File: src/rtl/temp_conversion_sequencer.sv
// Periodic ramp-measurement sequencer: triggers a down-ramp, hands the measured time to the
// time-to-temperature converter, and publishes the average of 2^AVG_LOG2 good conversions.
module temp_conversion_sequencer #(
  parameter int PERIOD_CYCLES  = 1_000_000,
  parameter int TIMEOUT_CYCLES = 1_048_575,
  parameter int AVG_LOG2       = 2
) (
  input  logic        clk,
  input  logic        rst,
  input  logic        enable,
  output logic        ramp_start,
  input  logic        ramp_done,
  input  logic [19:0] ramp_time,
  output logic        conv_start,
  output logic [19:0] conv_time,
  input  logic        conv_eoc,
  input  logic [9:0]  conv_temp,
  input  logic        conv_oor,
  output logic [9:0]  temp_avg,
  output logic        temp_valid,
  output logic        oor_flag,
  output logic        timeout_flag,
  output logic        busy
);

  localparam int ACC_W = 10 + AVG_LOG2;
  localparam int CNT_W = AVG_LOG2 + 1;
  localparam logic [CNT_W-1:0] LAST_CNT    = CNT_W'((1 << AVG_LOG2) - 1);
  localparam logic [31:0]      PERIOD_LAST = 32'(PERIOD_CYCLES - 1);
  localparam logic [31:0]      TMO_LAST    = 32'(TIMEOUT_CYCLES - 1);

  typedef enum logic [2:0] {S_IDLE, S_WAIT, S_RAMP, S_CONVERT, S_PUBLISH} state_t;

  state_t           state, state_nx;
  logic [31:0]      tmr, tmr_nx;
  logic [ACC_W-1:0] acc, acc_nx, acc_sum;
  logic [CNT_W-1:0] cnt, cnt_nx;
  logic             ramp_start_nx, conv_start_nx, temp_valid_nx, oor_nx, tmo_nx;
  logic [19:0]      conv_time_nx;
  logic [9:0]       temp_avg_nx;

  assign acc_sum = acc + ACC_W'(conv_temp);
  assign busy    = (state != S_IDLE);

  always_comb begin
    state_nx      = state;
    tmr_nx        = '0;
    acc_nx        = acc;
    cnt_nx        = cnt;
    ramp_start_nx = 1'b0;
    conv_start_nx = 1'b0;
    temp_valid_nx = 1'b0;
    conv_time_nx  = conv_time;
    temp_avg_nx   = temp_avg;
    oor_nx        = oor_flag;
    tmo_nx        = timeout_flag;
    case (state)
      S_IDLE: begin
        if (enable) begin
          state_nx      = S_RAMP;
          ramp_start_nx = 1'b1;
        end
      end
      S_WAIT: begin
        if (!enable) begin
          state_nx = S_IDLE;
          acc_nx   = '0;
          cnt_nx   = '0;
        end else if (tmr == PERIOD_LAST) begin
          state_nx      = S_RAMP;
          ramp_start_nx = 1'b1;
        end else begin
          tmr_nx = tmr + 32'd1;
        end
      end
      S_RAMP: begin
        // ramp_done wins over a timeout expiring on the same cycle
        if (ramp_done) begin
          state_nx      = S_CONVERT;
          conv_time_nx  = ramp_time;
          conv_start_nx = 1'b1;
        end else if (tmr == TMO_LAST) begin
          state_nx = S_WAIT;
          tmo_nx   = 1'b1;
          acc_nx   = '0;
          cnt_nx   = '0;
        end else begin
          tmr_nx = tmr + 32'd1;
        end
      end
      S_CONVERT: begin
        if (conv_eoc) begin
          if (conv_oor) begin
            state_nx = S_WAIT;
            oor_nx   = 1'b1;
            acc_nx   = '0;
            cnt_nx   = '0;
          end else if (cnt == LAST_CNT) begin
            // result and flag clear land on the PUBLISH cycle itself
            state_nx      = S_PUBLISH;
            temp_avg_nx   = 10'(acc_sum >> AVG_LOG2);
            temp_valid_nx = 1'b1;
            oor_nx        = 1'b0;
            tmo_nx        = 1'b0;
            acc_nx        = '0;
            cnt_nx        = '0;
          end else begin
            state_nx = S_WAIT;
            acc_nx   = acc_sum;
            cnt_nx   = cnt + 1'b1;
          end
        end
      end
      S_PUBLISH: state_nx = S_WAIT;
      default:   state_nx = S_IDLE;
    endcase
  end

  always_ff @(posedge clk) begin
    if (rst) begin
      state        <= S_IDLE;
      tmr          <= '0;
      acc          <= '0;
      cnt          <= '0;
      ramp_start   <= 1'b0;
      conv_start   <= 1'b0;
      conv_time    <= '0;
      temp_avg     <= '0;
      temp_valid   <= 1'b0;
      oor_flag     <= 1'b0;
      timeout_flag <= 1'b0;
    end else begin
      state        <= state_nx;
      tmr          <= tmr_nx;
      acc          <= acc_nx;
      cnt          <= cnt_nx;
      ramp_start   <= ramp_start_nx;
      conv_start   <= conv_start_nx;
      conv_time    <= conv_time_nx;
      temp_avg     <= temp_avg_nx;
      temp_valid   <= temp_valid_nx;
      oor_flag     <= oor_nx;
      timeout_flag <= tmo_nx;
    end
  end

endmodule

File: config.mk
export PLATFORM = sky130hd
export DESIGN_NAME = temp_conversion_sequencer
export DESIGN_NICKNAME = d
export VERILOG_FILES = /design/src/rtl/temp_conversion_sequencer.sv
export SDC_FILE = /design/constraint.sdc
export NUM_CORES = 1
export LEC_CHECK = 0
export ABC_CLOCK_PERIOD_IN_PS = 2900
export BUFFER_PORTS_ARGS = -buffer_cell sky130_fd_sc_hd__buf_2
export CAP_MARGIN = 20
export CORE_MARGIN = 8
export CORE_UTILIZATION = 45
export DETAILED_ROUTE_END_ITERATION = 8
export PLACE_DENSITY = 0.67
export SLEW_MARGIN = 5
export SYNTH_ARGS = -nofsm -noshare
export SYNTH_HDL_FRONTEND = slang
export SYNTH_SLANG_ARGS = --single-unit
File: constraint.sdc
create_clock -name clk -period 2.9 [get_ports clk]
set_clock_uncertainty 0.15 [all_clocks]
set_input_delay 0.29 -clock clk [delete_from_list [all_inputs] [get_ports clk]]
set_output_delay 0.29 -clock clk [all_outputs]
set_load 0.02 [all_outputs]
==> results.cfg, run 1 <==
[critical_path]
crit_chain = or4_1, or4_4, or4_4, o21ai_2, buf_12, nor2_1, a21o_1
path_max_fanout = 21
start_kind = flip-flop
path_class = reg -> reg
cp.required_ps = 3020
end_kind = flip-flop
cpMaxStageDelayCell = or4_4
crit_path_max_incr_delay_ps = 550
crit_arrival_ps = 2890
crit_top_cell = or4_4

[grt]
track_usage_pct = 14.9
grt_pass1_wl_mm = 14.7
grt-ovfl-total = 0
grt_start_max_net_pins = 57
antenna_found_initial = 0
grt_pass1_vias = 3235

[yosys]
ys_warn_count = 0
ys_types = 54
yosysSeqAreaShare_pct = 42.9
yosysMostFrequentCell = dfxtp_1
synth_common_cells = dfxtp_1, nand2_1, nor2_1
synth_nets = 517
yosysTopAreaCellShare_pct = 42.9
synth_async_sr_flop_share_pct = 0
ys_ff_latch = 85
synth_edf_count = 0
synth_top_cell_by_area = dfxtp_1
synth.area.top_cells = dfxtp_1, nand2_1, nor2_1
syn_area_per_cell_um2 = 8.49
ys.flop_type = dfxtp_1
syn_inst = 467
synth.cell_area_um2 = 3960

[clock_tree]
cts_hold_buf = 10
cts_num_sinks = 85
clock_latency_ps = 360
clk_transition_reported_paths_ps = 100
post_cts_resize_count = 0
htreeDepth = 3
cts_root_buf = clkbuf_8
cts_setup_buffers = 0
cts_tree = done
cts_buffers = 9
cts_max_path_buffers = 2

[pwr]
power_switching_share_pct = 30.6
p_int_uw = 1810
netSwitchingPower_uw = 795
ir_drop_mv = 0.266
p_leak_uw = 0.00190
power_frac_comb_pct = 17.8
power_density_nw_per_um2 = 552
seqPwrFrac_pct = 48.5
clockPowerShare_pct = 33.6

[floorplan]
top_level_ports = 72
die_y_um = 110
die_area_um2 = 12100
placementRows = 34
die_x_um = 110
initial_utilization_pct = 45.9
coreArea_um2 = 8640

[route]
firstDrtPassIters = 4
drc = 0
vias = 3406
via_per_inst = 5.18
drt-initial-drc-count = 171
wirelength_mm = 8.99
antenna_left = 0
routedWlPerCell_um = 13.7

[layout]
syn_to_final_growth_pct = 19.0
stdcell_count = 657
n_fill_cell = 801
num_antenna_cells = 0
drive_above_1_share_pct = 20.0
final_nets = 594

[sta]
tightest_slew_ps = 944
drv_slew = 0
tns_ps = 0
finalCriticalPeriod_ps = 2770
slew_headroom_pct = 37.1
setup_viol = 0
fin_crit_sh_pct = 95.5
hold_viol_final = 0
rsz0062_at_grt = no
fmax_mhz = 361

[status]
status = finished, final reports clean

[min_path]
hold_class = in -> reg

[placed_design]
gp_congestion = 0.814
dp_hpwl_mm = 6.35
place_inst = 631
portBuffers = 71

[job]
maxCapViolCount = 0
[path summary, 6_finish.rpt]
kind	startpoint	endpoint	slack (ps)	depth (start not counted)
worst max-delay path	tmr[28]	cnt[0]	130	7
worst min-delay path	ramp_time[11]	conv_time[11]	10	3
worst max register to register	tmr[28]	cnt[0]	130	7
worst min register to register	conv_time[17]	conv_time[17]	310	2
[final cells by class]
| class | count | area (um^2) | area share [%] |
|---|---|---|---|
| Clock buffer | 9 | 124 | 2.63 |
| Clock inverter | 7 | 80.1 | 1.70 |
| Inverter | 8 | 30.0 | 0.637 |
| Multi-Input combinational cell | 352 | 2110 | 44.8 |
| Sequential cell | 85 | 1700 | 36.1 |
| Tap cell | 108 | 135 | 2.86 |
| Timing Repair Buffer | 88 | 533 | 11.3 |
[state kept, by name, summed over array words and instances (netlist names)]
name          count
cnt               3
timeout_flag      1
conv_time        20
oor_flag          1
tmr              32
conv_start        1
ramp_start        1
acc              12
temp_valid        1
temp_avg         10
state             3
[worst max-delay path, delay by kind of cell, from the launching register on]
family / cells / cell delay, ps
buf+inv: 1 / 180
simple gates: 4 / 1620
flops: 1 / 340
compound gates: 2 / 400
[per-stage QoR]
step / util, % / total power, uW / area, um^2 / hold slack (ps) / setup slack (ps)
detailed placement: 51.1 / 1750 / 4410 / 293 / 122
global route: 54.6 / 2740 / 4720 / 2.80 / 23.9
floorplan: - / 1630 / 3960 / 276 / 266
finish: 54.6 / 2600 / 4720 / 12.7 / 131
CTS: 54.6 / 2630 / 4720 / 0.116 / 116
global placement: 51.1 / 1740 / 4410 / 289 / 149
[placed cells by master, fill, tap and decap left out, types with 3 or more instances in the layout]
cell,n
dfxtp_1,85
nand2b_1,13
o21ai_2,5
or4_1,4
xnor2_1,17
nor2_1,53
buf_2,71
buf_4,5
or2_2,4
o21ai_0,14
and3b_1,3
nor4b_1,3
ha_1,13
nor3_1,4
xor2_1,22
clkbuf_8,9
a211oi_1,3
nor3b_1,3
nand2_1,71
nand3_1,23
nand4_1,10
and3_1,7
dlygate4sd3_1,10
a21oi_1,36
inv_1,8
nand3b_1,4
nor2b_1,5
[kinds of logic (layout without fill, tap and decap cells)]
family	count (synthesis)	count (layout)	synth area share, %
fa+ha+maj	14	14	4.61
compound gates	79	79	12.5
flops	85	85	42.9
buf+inv	30	112	3.73
simple gates	220	220	27.6
xor+xnor	39	39	8.62
[power groups by stage]
| stage | clock, uW | combinational (uW) | sequential, uW |
|---|---|---|---|
| after detailed placement | 0 | 454 | 1290 |
| final | 875 | 465 | 1260 |
| after floorplan | 0 | 316 | 1310 |
| after CTS | 900 | 467 | 1260 |
| after global placement | 0 | 451 | 1290 |
| after global routing | 953 | 517 | 1270 |
[layer usage]
metal / vias to the layer above / share of wire (%) / global-route usage (%)
li1: 1757 / - / -
met1: 1575 / 44 / 18.0
met5: - / 0 / 0
met3: 12 / 5.8 / 2.93
met2: 62 / 48 / 25.5
met4: 0 / 1.5 / 5.98
No activity file was read; power rests on OpenSTA's default activity.
==> run 2, diff against run 1 <==
- ABC_CLOCK_PERIOD_IN_PS: 2900 -> 3300
- clock period: 2.9 -> 3.3 ns (I/O delays scaled with it)
==> run 2 against run 1 <==
Die area is the same; critical path type unchanged; setup slack improved by 260 ps; critical endpoint is now acc[1]; register-to-register slack better by 260 ps; critical path depth is the same; design area down 3.1%; core utilization down 1.7 points; first-iteration DRC count down 17%.
==> results.cfg, run 2 (synthesis results as in run 1) <==
[status]
status = finished, final reports clean

[clock_tree]
cts_buffers = 9
clk_transition_reported_paths_ps = 90
cts_num_sinks = 85
cts_tree = done
htreeDepth = 3
clock_latency_ps = 340
cts_hold_buf = 0
post_cts_resize_count = 0
cts_root_buf = clkbuf_8
cts_setup_buffers = 0
cts_max_path_buffers = 2

[floorplan]
placementRows = 34
initial_utilization_pct = 45.9
die_x_um = 110
die_y_um = 110
top_level_ports = 72
die_area_um2 = 12100
coreArea_um2 = 8640

[critical_path]
crit_chain = or4_1, or4_4, or4_4, o21ai_2, buf_4, nand3_1, o21ai_0
crit_top_cell = or4_4
crit_arrival_ps = 3040
cp.depth = 7
start_kind = flip-flop
path_max_fanout = 13
cp.required_ps = 3430
crit_path_max_incr_delay_ps = 550
cpMaxStageDelayCell = or4_4
crit_family = simple AND/OR/NAND/NOR gates
end_kind = flip-flop
path_class = reg -> reg
crit_buf_inv = 1
rr_worst_depth = 7

[route]
vias = 3356
antenna_left = 0
wirelength_mm = 8.69
via_per_inst = 5.20
drc = 0
routedWlPerCell_um = 13.4
firstDrtPassIters = 4
drt-initial-drc-count = 142

[pwr]
seqPwrFrac_pct = 50.6
netSwitchingPower_uw = 665
clockPowerShare_pct = 31.9
power_switching_share_pct = 30.3
power_density_nw_per_um2 = 480
ir_drop_mv = 0.251
p_int_uw = 1530
power_frac_comb_pct = 17.4
p_leak_uw = 0.00182

[layout]
largestRegisters = tmr (32), conv_time (20), acc (12)
final_util_pct = 52.9
max_flop_register = tmr
most-common-layout-cells = dfxtp_1, nand2_1, buf_2
syn_to_final_growth_pct = 15.3
drive_above_1_share_pct = 20.1
layout_commonest_cell = dfxtp_1
final_nets = 582
largest_reg_flops = 32

[grt]
antenna_found_initial = 0
track_usage_pct = 14.4
grt_pass1_vias = 3160
grt_pass1_wl_mm = 14.2
grt-ovfl-total = 0
grt_start_max_net_pins = 36

[sta]
finalCriticalPeriod_ps = 2910
tns_ps = 0
slew_headroom_pct = 45.6
tightest_slew_ps = 805
drv_slew = 0
fin_crit_sh_pct = 88.3
rsz0062_at_grt = no
fmax_mhz = 343
hold_viol_final = 0
setup_viol = 0

[placed_design]
gp_congestion = 0.838
portBuffers = 71
dp_hpwl_mm = 6.44

[min_path]
hold_class = in -> reg
min_path_cells = 3

[job]
maxCapViolCount = 0
## run 2: cell types whose count changed in the layout (fill, tap and decap cells not counted)
cell | previous run | this run
inv_6 | 2 | 0
clkinvlp_4 | 1 | 2
dlygate4sd3_1 | 10 | 0
clkbuf_8 | 9 | 11
clkinv_2 | 1 | 0
buf_12 | 2 | 0
diode_2 | 0 | 1
clkinv_4 | 1 | 2
bufinv_16 | 1 | 0
## run 2: worst paths after layout
| path | slack, ps | end | from |
|---|---|---|---|
| hold reg to reg | 300 | conv_time[15] | conv_time[15] |
| setup reg to reg | 390 | acc[1] | tmr[28] |
| setup / recovery | 390 | acc[1] | tmr[28] |
| hold / removal | 60 | conv_time[2] | ramp_time[2] |
## run 2: power by group through the flow
stage | clock network (uW) | registers [uW] | logic, uW
after floorplan | 0 | 1150 | 277
after global placement | 0 | 1130 | 380
after detailed placement | 0 | 1140 | 384
after CTS | 727 | 1110 | 386
after global routing | 771 | 1120 | 427
final | 701 | 1110 | 383
## run 2: layout make-up
type | count | area [um^2]
diodes | 1 | 2.50
repair buffers | 76 | 393
clock inverters | 5 | 43.8
clock buffers | 11 | 151
multi-input cells | 352 | 2110
flip-flops and latches | 85 | 1700
well taps | 108 | 135
inverters | 8 | 30.0
fillers | 823 | 4070
## run 2: worst min-delay path, stage by stage
cell	delay [ps]
buf_2	100
nand2_1	40
a21oi_1	50
## run 2: routing by layer
layer / vias to the layer above / track usage [%] / share of wire, %
met4: 0 / 5.88 / 1.2
met2: 66 / 24.3 / 48
met5: - / 0 / 0
li1: 1734 / - / -
met3: 9 / 2.93 / 5.7
met1: 1547 / 17.4 / 45
## run 2: metrics by stage
stage          cell area, um^2  worst slack [ps]  hold slack [ps]  instances  power, uW
2_1_floorplan             3960               666              286        467       1430
3_3_place_gp              4370               445              288        629       1510
3_5_place_dp              4370               400              294        629       1520
4_1_cts                   4570               383             43.2        645       2220
5_1_grt                   4570               225             40.8        645       2320
6_report                  4570               388             61.4        646       2200
==> run 3, diff against run 2 <==
--- a/config.mk
+++ b/config.mk
@@ -7,10 +7,9 @@
 export LEC_CHECK = 0
 export ABC_CLOCK_PERIOD_IN_PS = 3300
-export BUFFER_PORTS_ARGS = -buffer_cell sky130_fd_sc_hd__buf_2
 export CAP_MARGIN = 20
 export CORE_MARGIN = 8
 export CORE_UTILIZATION = 45
 export DETAILED_ROUTE_END_ITERATION = 8
-export PLACE_DENSITY = 0.67
+export DONT_BUFFER_PORTS = 1
 export SLEW_MARGIN = 5
 export SYNTH_ARGS = -nofsm -noshare
==> constraint.sdc (replaced) <==
create_clock -name clk -period 3.3 [get_ports clk]
set_clock_uncertainty 0.15 [all_clocks]
set_input_delay 0.165 -clock clk [delete_from_list [all_inputs] [get_ports clk]]
set_output_delay 0.165 -clock clk [all_outputs]
set_load 0.02 [all_outputs]
==> run 3 against run 2 <==
Global-route usage rose by 0.63 points; sequential share of layout area rose by 0.24 points; core utilization fell by 0.33 points; register-to-register slack improved by 70 ps; sequential power rose by 5%; wire length rose by 3.4%; critical path depth did not move; first-iteration DRC count rose by 26%; critical endpoint is now tmr[14]; clock power rose by 12%.
==> results.cfg, run 3 (synthesis results as in run 1) <==
[grt]
grt-ovfl-total = 0
grt_pass1_wl_mm = 14.4
grt_start_max_net_pins = 57
track_usage_pct = 15.0
grt_pass1_vias = 2977
antenna_found_initial = 0

[clock_tree]
cts_buffers = 9
clk_transition_reported_paths_ps = 90
cts_root_buf = clkbuf_8
clock_latency_ps = 350
cts_tree = done
htreeDepth = 3
cts_num_sinks = 85
cts_setup_buffers = 0
cts_max_path_buffers = 2

[pwr]
power_frac_comb_pct = 14.4
netSwitchingPower_uw = 672
p_leak_uw = 0.00164
power_switching_share_pct = 29.6
ir_drop_mv = 0.255
seqPwrFrac_pct = 51.0
p_int_uw = 1600
power_density_nw_per_um2 = 499
clockPowerShare_pct = 34.6

[sta]
slew_headroom_pct = 44.4
tightest_slew_ps = 832
drv_slew = 0
finalCriticalPeriod_ps = 2840
tns_ps = 0
setup_viol = 0
hold_ws_ps = 55.5
fmax_mhz = 352
rsz0062_at_grt = no
fin_crit_sh_pct = 86.2
hold_viol_final = 0
setup_ws_ps = 456

[floorplan]
die_y_um = 110
die_area_um2 = 12100
top_level_ports = 72
placementRows = 34
initial_utilization_pct = 45.9
die_x_um = 110
coreArea_um2 = 8640

[route]
firstDrtPassIters = 4
routedWlPerCell_um = 14.9
antenna_left = 0
vias = 3193
drt-initial-drc-count = 179
via_per_inst = 5.29
wirelength_mm = 8.98
drc = 0

[critical_path]
cpMaxStageDelayCell = or4_4
crit_arrival_ps = 2910
crit_path_max_incr_delay_ps = 550
crit_top_cell = or4_4
path_class = reg -> reg
crit_chain = or4_1, or4_4, or4_4, nand3_2, a221o_2, buf_4, nor2_1
path_max_fanout = 32
cp.required_ps = 3370
start_kind = flip-flop
end_kind = flip-flop

[layout]
layout_commonest_cell = dfxtp_1
final_util_pct = 52.6
final_nets = 541
largest_reg_flops = 32
drive_above_1_share_pct = 7.86
num_antenna_cells = 0
max_flop_register = tmr
largestRegisters = tmr (32), conv_time (20), acc (12)
n_fill_cell = 829
syn_to_final_growth_pct = 14.6
most-common-layout-cells = dfxtp_1, nand2_1, nor2_1

[placed_design]
dp_hpwl_mm = 6.07
place_worst_setup_slack_ps = 450
gp_congestion = 0.828
portBuffers = 0

[job]
maxCapViolCount = 0

[status]
status = finished, final reports clean

[min_path]
hold_class = in -> reg
## run 3: what timing repair did
item | CTS | global route
resized for setup | 0 | 0
hold endpoints to repair | 53 | 0
hold buffers | 29 | 0
## run 3: final cells by class
| cell class | instances | area (um^2) | share of cell area (%) |
|---|---|---|---|
| multi-input combinational | 352 | 2110 | 46.5 |
| clock inverter | 5 | 65.1 | 1.43 |
| timing repair buffer | 35 | 345 | 7.60 |
| sequential | 85 | 1700 | 37.5 |
| clock buffer | 11 | 151 | 3.33 |
| tap | 108 | 135 | 2.98 |
| inverter | 8 | 30.0 | 0.661 |
## run 3: power by group through the flow
stage | Combinational (uW) | Sequential (uW) | Clock, uW
3_5_place_dp | 283 | 1180 | 0
3_3_place_gp | 278 | 1180 | 0
2_1_floorplan | 277 | 1150 | 0
6_report | 326 | 1160 | 785
5_1_grt | 366 | 1170 | 854
4_1_cts | 325 | 1160 | 813
## run 3: final timing paths
check | start | end | slack (ps) | cells past startpoint
setup / recovery | tmr[28] | tmr[14] | 460 | 7
hold / removal | enable | ramp_start | 60 | 2
setup reg to reg | tmr[28] | tmr[14] | 460 | 7
hold reg to reg | acc[8] | acc[8] | 320 | 1
## run 3: through the flow
| stage | cells | total power [uW] | area [um^2] |
|---|---|---|---|
| 2_1_floorplan | 467 | 1430 | 3960 |
| 3_3_place_gp | 559 | 1460 | 4030 |
| 3_5_place_dp | 559 | 1470 | 4030 |
| 4_1_cts | 604 | 2300 | 4540 |
| 5_1_grt | 604 | 2380 | 4540 |
| 6_report | 604 | 2270 | 4540 |
## run 3: worst max-delay path: cells and delay by family, from the launching register on
kind / cells / cell delay [ps]
AND/OR/NAND/NOR: 5 / 1770
flip-flops: 1 / 340
AO/OA/AOI/OAI: 1 / 150
buffers and inverters: 1 / 300
## run 3: layer usage
metal	up-vias	GRT usage (%)	routed length (um)
li1	1653	-	-
met1	1471	19.1	4060
met2	58	23.9	4240
met3	11	3.63	556
met4	0	5.79	128
met5	-	0	0
